--- src/rtl/pc_pkg.sv ---
// pc_pkg: shared definitions for the fetch-stage program-counter unit.
//   - default width / vector / step / return-stack depth constants
//   - next-PC select encoding (pc_sel_e)
//   - ras_ptr_w(): pointer width for a return stack of a given depth
package pc_pkg;

    localparam int              PC_W_DEF      = 16;
    localparam logic [15:0]     RESET_VEC_DEF = 16'h0000;
    localparam logic [15:0]     TRAP_VEC_DEF  = 16'h0100;
    localparam int              INC_DEF       = 1;
    localparam int              RAS_DEPTH_DEF = 4;

    typedef enum logic [2:0] {
        SEL_SEQ  = 3'd0,
        SEL_BR   = 3'd1,
        SEL_JMP  = 3'd2,
        SEL_RET  = 3'd3,
        SEL_TRAP = 3'd4,
        SEL_RFE  = 3'd5
    } pc_sel_e;

    // A depth-1 stack would need a zero-width pointer; keep at least one bit.
    function automatic int ras_ptr_w(input int depth);
        return (depth > 1) ? $clog2(depth) : 1;
    endfunction

endpackage

--- src/rtl/pc_ras.sv ---
// pc_ras: circular return-address stack (LIFO).
//   CLK        clock, all updates on posedge
//   RESET      synchronous active-high reset (empties stack, clears ERR)
//   PUSH       push PUSH_DATA (overwrites the oldest entry when full)
//   POP        pop the top entry (no-op apart from ERR when empty)
//   PUSH_DATA  value to push
//   TOP        current top entry (combinational read of registered storage)
//   EMPTY      stack holds 0 entries
//   FULL       stack holds DEPTH entries
//   ERR        sticky overflow/underflow flag, cleared only by RESET
// DEPTH must be a power of two so the pointer wraps naturally.
// PUSH and POP are never requested together by pc_unit; PUSH takes precedence.
module pc_ras
    import pc_pkg::*;
#(
    parameter int DEPTH = RAS_DEPTH_DEF,
    parameter int W     = PC_W_DEF
) (
    input  logic         CLK,
    input  logic         RESET,
    input  logic         PUSH,
    input  logic         POP,
    input  logic [W-1:0] PUSH_DATA,
    output logic [W-1:0] TOP,
    output logic         EMPTY,
    output logic         FULL,
    output logic         ERR
);

    localparam int PTR_W = ras_ptr_w(DEPTH);
    localparam int CNT_W = PTR_W + 1;
    localparam logic [CNT_W-1:0] CNT_MAX = CNT_W'(DEPTH);

    logic [W-1:0]     mem [DEPTH];
    logic [PTR_W-1:0] top_ptr;
    logic [PTR_W-1:0] push_ptr;
    logic [CNT_W-1:0] count;
    logic             err_q;

    // top_ptr addresses the newest entry; a push writes one slot above it,
    // which when full is exactly the oldest entry being discarded.
    assign push_ptr = top_ptr + 1'b1;

    always_ff @(posedge CLK) begin
        if (!RESET && PUSH) begin
            mem[push_ptr] <= PUSH_DATA;
        end
    end

    always_ff @(posedge CLK) begin
        if (RESET) begin
            top_ptr <= '0;
            count   <= '0;
            err_q   <= 1'b0;
        end else if (PUSH) begin
            top_ptr <= push_ptr;
            if (count == CNT_MAX) begin
                err_q <= 1'b1;
            end else begin
                count <= count + 1'b1;
            end
        end else if (POP) begin
            if (count == '0) begin
                err_q <= 1'b1;
            end else begin
                top_ptr <= top_ptr - 1'b1;
                count   <= count - 1'b1;
            end
        end
    end

    assign TOP   = mem[top_ptr];
    assign EMPTY = (count == '0);
    assign FULL  = (count == CNT_MAX);
    assign ERR   = err_q;

endmodule

--- src/rtl/pc_unit.sv ---
// pc_unit: parametrised program counter for the fetch stage.
//   CLK         clock, all updates on posedge
//   RESET       synchronous active-high reset, overrides everything
//   PC_EN       advance enable; 0 holds PC, RAS and ignores all requests
//   BR_TAKEN    PC-relative branch, BR_OFFSET is two's complement
//   JMP         absolute jump to JMP_TARGET; with CALL also pushes PC+INC
//   RET         pop return address into PC (PC+INC on underflow)
//   PC          registered current PC
//   NPC         combinational next PC (the value PC takes at the next edge)
//   RAS_EMPTY / RAS_FULL / RAS_ERR   return-stack status, ERR is sticky
// Optional (macro PC_TRAP_EN): TRAP, RFE inputs, EPC output, TRAP_VEC
// parameter. Priority is TRAP > RFE > RET > JMP > BR_TAKEN > sequential.
module pc_unit
    import pc_pkg::*;
#(
    parameter int              PC_W      = PC_W_DEF,
    parameter logic [PC_W-1:0] RESET_VEC = PC_W'(RESET_VEC_DEF),
`ifdef PC_TRAP_EN
    parameter logic [PC_W-1:0] TRAP_VEC  = PC_W'(TRAP_VEC_DEF),
`endif
    parameter int              INC       = INC_DEF,
    parameter int              RAS_DEPTH = RAS_DEPTH_DEF
) (
    input  logic            CLK,
    input  logic            RESET,
    input  logic            PC_EN,
    input  logic            BR_TAKEN,
    input  logic [PC_W-1:0] BR_OFFSET,
    input  logic            JMP,
    input  logic [PC_W-1:0] JMP_TARGET,
    input  logic            CALL,
    input  logic            RET,
`ifdef PC_TRAP_EN
    input  logic            TRAP,
    input  logic            RFE,
    output logic [PC_W-1:0] EPC,
`endif
    output logic [PC_W-1:0] PC,
    output logic [PC_W-1:0] NPC,
    output logic            RAS_EMPTY,
    output logic            RAS_FULL,
    output logic            RAS_ERR
);

    localparam logic [PC_W-1:0] STEP = PC_W'(INC);

    pc_sel_e         sel;
    logic [PC_W-1:0] pc_q;
    logic [PC_W-1:0] pc_seq;
    logic [PC_W-1:0] npc;
    logic [PC_W-1:0] ras_top;
    logic            ras_push;
    logic            ras_pop;
    logic            ras_empty;

`ifdef PC_TRAP_EN
    logic [PC_W-1:0] epc_q;
`endif

    // Later assignments override earlier ones, so the list runs from
    // lowest to highest priority.
    always_comb begin
        sel = SEL_SEQ;
        if (BR_TAKEN) sel = SEL_BR;
        if (JMP)      sel = SEL_JMP;
        if (RET)      sel = SEL_RET;
`ifdef PC_TRAP_EN
        if (RFE)      sel = SEL_RFE;
        if (TRAP)     sel = SEL_TRAP;
`endif
    end

    assign pc_seq = pc_q + STEP;

    // NPC folds in reset and stall so that PC is always loaded from it.
    always_comb begin
        npc = pc_seq;
        if (RESET) begin
            npc = RESET_VEC;
        end else if (!PC_EN) begin
            npc = pc_q;
        end else begin
            case (sel)
                SEL_SEQ:  npc = pc_seq;
                SEL_BR:   npc = pc_q + BR_OFFSET;
                SEL_JMP:  npc = JMP_TARGET;
                SEL_RET:  npc = ras_empty ? pc_seq : ras_top;
`ifdef PC_TRAP_EN
                SEL_TRAP: npc = TRAP_VEC;
                SEL_RFE:  npc = epc_q;
`endif
                default:  npc = pc_seq;
            endcase
        end
    end

    always_ff @(posedge CLK) begin
        pc_q <= npc;
    end

`ifdef PC_TRAP_EN
    always_ff @(posedge CLK) begin
        if (RESET) begin
            epc_q <= '0;
        end else if (PC_EN && sel == SEL_TRAP) begin
            epc_q <= pc_q;
        end
    end

    assign EPC = epc_q;
`endif

    // RET beats JMP in the select, so CALL alongside RET never pushes.
    assign ras_push = PC_EN && (sel == SEL_JMP) && CALL;
    assign ras_pop  = PC_EN && (sel == SEL_RET);

    pc_ras #(
        .DEPTH (RAS_DEPTH),
        .W     (PC_W)
    ) u_ras (
        .CLK       (CLK),
        .RESET     (RESET),
        .PUSH      (ras_push),
        .POP       (ras_pop),
        .PUSH_DATA (pc_seq),
        .TOP       (ras_top),
        .EMPTY     (ras_empty),
        .FULL      (RAS_FULL),
        .ERR       (RAS_ERR)
    );

    assign PC        = pc_q;
    assign NPC       = npc;
    assign RAS_EMPTY = ras_empty;

endmodule

--- config.mk ---
export PLATFORM = sky130hd
export DESIGN_NAME = pc_unit
export DESIGN_NICKNAME = d
export VERILOG_FILES = /design/src/rtl/pc_pkg.sv /design/src/rtl/pc_ras.sv /design/src/rtl/pc_unit.sv
export SDC_FILE = /design/constraint.sdc
export NUM_CORES = 1
export LEC_CHECK = 0
export ABC_CLOCK_PERIOD_IN_PS = 7050
export BUFFER_PORTS_ARGS = -buffer_cell sky130_fd_sc_hd__buf_2
export CAP_MARGIN = 25
export CORE_ASPECT_RATIO = 0.9
export CORE_MARGIN = 2
export CORE_UTILIZATION = 61
export CTS_CLUSTER_DIAMETER = 30
export CTS_CLUSTER_SIZE = 28
export DETAILED_ROUTE_END_ITERATION = 12
export HOLD_SLACK_MARGIN = 0.08
export PLACE_DENSITY = 0.84
export SYNTH_ARGS = -nofsm -noshare
export SYNTH_HDL_FRONTEND = slang
export SYNTH_SLANG_ARGS = --single-unit
--- constraint.sdc ---
create_clock -name CLK -period 7.05 [get_ports CLK]
set_clock_uncertainty 0.2 [all_clocks]
set_input_delay 0.705 -clock CLK [delete_from_list [all_inputs] [get_ports CLK]]
set_output_delay 0.705 -clock CLK [all_outputs]
set_load 0.005 [all_outputs]
# Word-level counts from Yosys, hierarchy flattened
# Memories as Yosys holds them, arrays and structs flattened. A register that Yosys moved wholly into a read port is not among the register bits.
# Index checks and enable logic that the tools add are counted.
dict set report classes {
  bitwise 0
  n_mux 22
  n_div 0
  multipliers 0
  eq_ne 7
  n_reduce_logical 11
  shifts 0
  addsub 6
  magnitude_cmp 0
}
# operator count
set ops {}
lappend ops {{2-to-1 mux 16 bit} 3}
lappend ops {{case mux 16 bit (3 select lines)} 1}
lappend ops {{2-to-1 mux 3 bit} 6}
lappend ops {{adder 16 x 1 -> 16 bit (second input constant)} 1}
lappend ops {{adder 16 bit} 1}
lappend ops {{2-to-1 mux 2 bit} 5}
lappend ops {{2-to-1 mux 1 bit} 7}
lappend ops {{equality test 3 x 2 -> 1 bit (second input constant)} 2}
lappend ops {{AND reduction 3 bit} 2}
lappend ops {{logical AND 1 bit} 4}
lappend ops {{inequality test 2 bit (second input constant)} 2}
lappend ops {{nonzero test 2 bit} 2}
lappend ops {{adder 3 x 1 -> 3 bit (second input constant)} 1}
lappend ops {{equality test 3 x 1 -> 1 bit (second input constant)} 1}
lappend ops {{equality test 3 bit (second input constant)} 1}
lappend ops {{logical NOT 3 bit} 1}
lappend ops {{subtractor 3 x 1 -> 3 bit (second input constant)} 1}
lappend ops {{adder 2 x 1 -> 2 bit (second input constant)} 1}
lappend ops {{inequality test 2 x 1 -> 1 bit (second input constant)} 1}
lappend ops {{AND reduction 2 bit} 1}
lappend ops {{subtractor 2 x 1 -> 2 bit (second input constant)} 1}
lappend ops {{logical NOT 1 bit} 1}
dict set report totals {
  word_cells 51
  inputBits 39
  out_inout_bits 35
  mem_bits_rw 64
  romBits 0
  latchBits 0
  register_bits 22
  mem_count 1
}
# name depth word_bits read_ports rd_ports_with_merged_regs wr line
set mem_list {}
lappend mem_list {u_ras.mem 4 16 1 1 1 pc_ras.sv:34} ;# logic [W-1:0] mem [DEPTH];

# Logic depth before layout (Yosys ltp)
dict set report depth {
  word_depth 10
  mapped_depth 9
  ltp_nobuf 9
}

# Modules after synthesis
# From an unflattened synthesis, not the netlist that was laid out.
dict set report hier_totals {
  hier_cells 488
  area_unflattened_um2 5253.8
}
# mod cells_each area_per_inst_um2 instances
set by_module_without_submodules {}
lappend by_module_without_submodules {pc_ras 144 2816.5 1}
lappend by_module_without_submodules {pc_unit 344 2437.3 1}

# Least setup slack after synthesis
# OpenSTA, ideal clock, no wires.
dict set report synth_timing {
  path_kind {input to output}
  start {input BR_OFFSET[3]}
  end {output NPC[11]}
  arrival_ns 2.451
  n_path_buf 0
  path_slack_ns 3.694
  stages 7
  required_ns 6.145
  path_cell_list {ha_1 a21o_1 a22o_1 o41a_4 a311oi_1 xor2_1 o21ai_0}
}
dict set report synth_between {
  elab_chain_len 4
}
# item line
set synth_rtl {}
lappend synth_rtl {{start, declared} pc_unit.sv:28} ;# input logic [PC_W-1:0] BR_OFFSET,
lappend synth_rtl {{adder 16 bit} pc_unit.sv:85} ;# SEL_BR: npc = pc_q + BR_OFFSET;
lappend synth_rtl {{case mux 16 bit (3 select lines)} pc_unit.sv:83} ;# case (sel)
lappend synth_rtl {{2-to-1 mux 16 bit} pc_unit.sv:80} ;# end else if (!PC_EN) begin
lappend synth_rtl {{2-to-1 mux 16 bit} pc_unit.sv:78} ;# if (RESET) begin
lappend synth_rtl {{end, declared} pc_unit.sv:39} ;# output logic [PC_W-1:0] NPC,
# No other way between the ends.

# Final worst setup path
dict set report layout_timing {
  start {register pc_q[0], in the netlist PC[0]}
  end {output NPC[10]}
}
dict set report layout_between {
  elab_chain_len 5
  elab_cells_between_ends 6
}
# item line
set layout_rtl {}
lappend layout_rtl {{start, declared} pc_unit.sv:48} ;# logic [PC_W-1:0] pc_q;
lappend layout_rtl {{start signal, assigned} pc_unit.sv:98} ;# pc_q <= npc;
lappend layout_rtl {{adder 16 x 1 -> 16 bit} pc_unit.sv:73} ;# assign pc_seq = pc_q + STEP;
lappend layout_rtl {{2-to-1 mux 16 bit} pc_unit.sv:87} ;# SEL_RET: npc = ras_empty ? pc_seq : ras_top;
lappend layout_rtl {{case mux 16 bit (3 select lines) (*)} pc_unit.sv:83}
lappend layout_rtl {{2-to-1 mux 16 bit (*)} pc_unit.sv:80}
lappend layout_rtl {{2-to-1 mux 16 bit (*)} pc_unit.sv:78}
# Mark *: on every way between the ends. The rest lies on a longest branch, timed or not.

==> results.py <==
metrics = {
    "synthesis": {
        "synth-compound-area-share_pct": 16.39,
        "synth_xor_area_share_pct": 4.837,
        "yosys.area.top_type": "edfxtp_1",
        "avgSynthCellArea_um2": 10.76,
        "ys_seq_area_share_pct": 47.38,
        "syn_inst": 471,
        "muxShareOfSynthArea_pct": 8.119,
        "yosysMostFrequentCell": "edfxtp_1",
        "synth_simple_gate_area_share_pct": 14.29,
        "netlist_top_cells_count": "64 x edfxtp_1, 50 x nand2_1, 36 x a21oi_1",
        "synth_flop_cell": "edfxtp_1",
        "yosysUniqueCellTypes": 62,
        "synth_seq_cells": 88,
        "syn_area_mm2": 0.005070,
        "synth_edf_count": 64,
        "synth-adder-area-share_pct": 5.726,
        "synth_top_family_by_area": "compound AO/OA/AOI/OAI gates",
        "async_reset_ff_share_pct": 0,
        "netlist_top_cells_area": "edfxtp_1 38%, dfxtp_1 9.5%, mux4_2 7.1%",
        "synth.top_cell.area_share_pct": 37.91,
        "ys.warnings.count": 0,
        "syn-num-nets": 532,
    },
    "sta": {
        "whs_ns": 0.2881,
        "final_hold_viol_count": 0,
        "fmax_mhz": 236.0,
        "setup_viol": 0,
        "tns_ns": 0,
        "worstMarginPinSlew_ns": 0.8822,
        "relSlewSlack_pct": 40.73,
        "rsz0062_at_grt": "false",
        "post-route-period-util_pct": 60.10,
        "timing.final.ws_setup_ns": 2.813,
        "finalCriticalPeriod_ns": 4.237,
        "drv_slew": 0,
    },
    "drt": {
        "ant_nets": 0,
        "dr.first_iter.drc_count": 417,
        "drcViolationCount": 0,
        "post_drt_via_cell_ratio": 6.586,
        "post_drt_wl_per_cell_um": 20.03,
        "vias": 4195,
        "wirelength_um": 12760,
        "dr.pass1.iters": 5,
    },
    "min_path": {
        "hp-start": "u_ras.ERR",
        "min_path_cells": 2,
        "hold_path.class": "flip-flop to flip-flop",
        "hold_end": "u_ras.ERR",
    },
    "place": {
        "gp_congestion": 0.9474,
        "hpwl_um": 9306,
        "pre_cts_ws_ns": 3.101,
        "placed_cells": 621,
        "port_buffers": 73,
        "placed_cell_area_mm2": 0.005477,
    },
    "global_route": {
        "grt.busiest_layer": "met2",
        "grt-ovfl-total": 0,
        "grt_use_met1_pct": 41.51,
        "grt_use_total_pct": 28.53,
        "antenna_found_initial": 0,
        "grt_pass1_wl_um": 19900,
        "first_global_vias": 3945,
        "grt_start_max_net_pins": 27,
        "globalRouteMet2Util_pct": 43.92,
        "met3_usage_pct": 6.656,
    },
    "clocking": {
        "clock_path_buffers": 2,
        "htree_num_levels": 3,
        "numCtsBuffers": 9,
        "ctsHoldBuffers": 0,
        "cts_num_sinks": 88,
        "clock_latency_ns": 0.36,
        "cts.repair.resized": 0,
        "path_clk_slew_ns": 0.10,
        "cts_tree": "done",
        "root_buffer": "clkbuf_8",
        "cts_setup_buffers": 0,
    },
    "setup_path": {
        "cp.arrival_ns": 3.33,
        "crit_path_end_kind": "output pin",
        "r2r_end": "PC[10]",
        "worstRegToRegCells": 9,
        "startpoint_type": "flip-flop",
        "crit_fanout": 9,
        "reg2reg_from": "PC[0]",
        "critPathKind": "flip-flop to output pin",
        "cp.required_ns": 6.14,
        "reg2reg_setup_slack_ns": 3.95,
    },
    "status": {
        "status": "completed",
    },
    "power": {
        "peakVddDrop_mv": 0.1798,
        "p_leak_nw": 2.216,
        "finalPower_mw": 1.257,
        "powerDensity_mw_per_mm2": 222.4,
    },
    "floorplan": {
        "core_mm2": 0.008068,
        "ioPinCount": 74,
        "die_width_um": 100.1,
        "start_util_pct": 62.84,
        "die_h_um": 90.49,
        "placementRows": 31,
        "dieArea_mm2": 0.009057,
    },
    "finish": {
        "fillerInstances": 602,
        "drive_gt1_share_pct": 21.75,
        "postLayoutCoreUtil_pct": 70.08,
        "fin_area_mm2": 0.005654,
        "final_cells": 637,
        "areaGrowthSynthToFinish_pct": 11.53,
        "nets": 594,
        "antenna_cells": 0,
    },
    "job": {
        "cap_violations": 0,
    },
}
worst max-delay path by stage:
stage	startpoint	end	slack, ns
2_1_floorplan	BR_OFFSET[3]	NPC[11]	3.69
6_report	PC[0]	NPC[10]	2.81
5_1_grt	PC[0]	NPC[8]	2.54
3_5_place_dp	BR_OFFSET[0]	NPC[10]	3.10
3_3_place_gp	BR_OFFSET[0]	NPC[10]	3.18
4_1_cts	PC[0]	NPC[10]	2.88
layout make-up:
type | count | area (um2) | area share (%)
Clock buffer | 10 | 127.6 | 2.257
Clock inverter | 6 | 50.05 | 0.8852
Inverter | 16 | 60.06 | 1.062
Multi-Input combinational cell | 342 | 2502 | 44.26
Sequential cell | 88 | 2402 | 42.49
Tap cell | 99 | 123.9 | 2.191
Timing Repair Buffer | 76 | 387.9 | 6.860
where the power goes:
group | internal [mW] | switching (mW) | total (mW)
combinational | 0.135 | 0.186 | 0.320
sequential | 0.580 | 0.0329 | 0.613
clock | 0.133 | 0.191 | 0.324
placed cells by master (no fill, tap or decap), types with 15 or more instances in the layout:
cell      synthesis  routed
buf_2             5      73
edfxtp_1         64      64
nand2_1          50      50
a21oi_1          36      36
nor2_1           26      26
dfxtp_1          24      24
o21ai_0          24      24
ha_1             20      20
mux4_2           16      16
xor2_1           15      15
metal layers:
metal	vias to the layer above	part of all wire (%)
met5	-	0
met4	0	1.6
met3	24	11
met2	256	47
met1	2006	41
li1	1909	-
flip-flops by register name, summed over array words and instances (netlist names), named ones only:
| signal | flops |
|---|---|
| u_ras.ERR | 1 |
| PC | 16 |
| u_ras.top_ptr | 2 |
| u_ras.count | 3 |
| u_ras.mem | 64 |
worst max-delay path, stage by stage, from the launching register on:
cell,delay [ns]
dfxtp_1,0.56
ha_1,0.25
inv_1,0.06
fa_1,0.41
nor2b_1,0.17
o2111ai_1,0.17
a21boi_0,0.55
o221ai_1,0.27
nor2b_1,0.19
o211ai_1,0.20
buf_2,0.15
cells by family after synthesis:
kind of cell	Yosys count
AND/OR/NAND/NOR	147
buffers and inverters	41
adder cells (fa/ha/maj)	22
multiplexers	21
XOR/XNOR	28
AO/OA/AOI/OAI	124
flip-flops	88
Power figures use the tool's default switching activity.
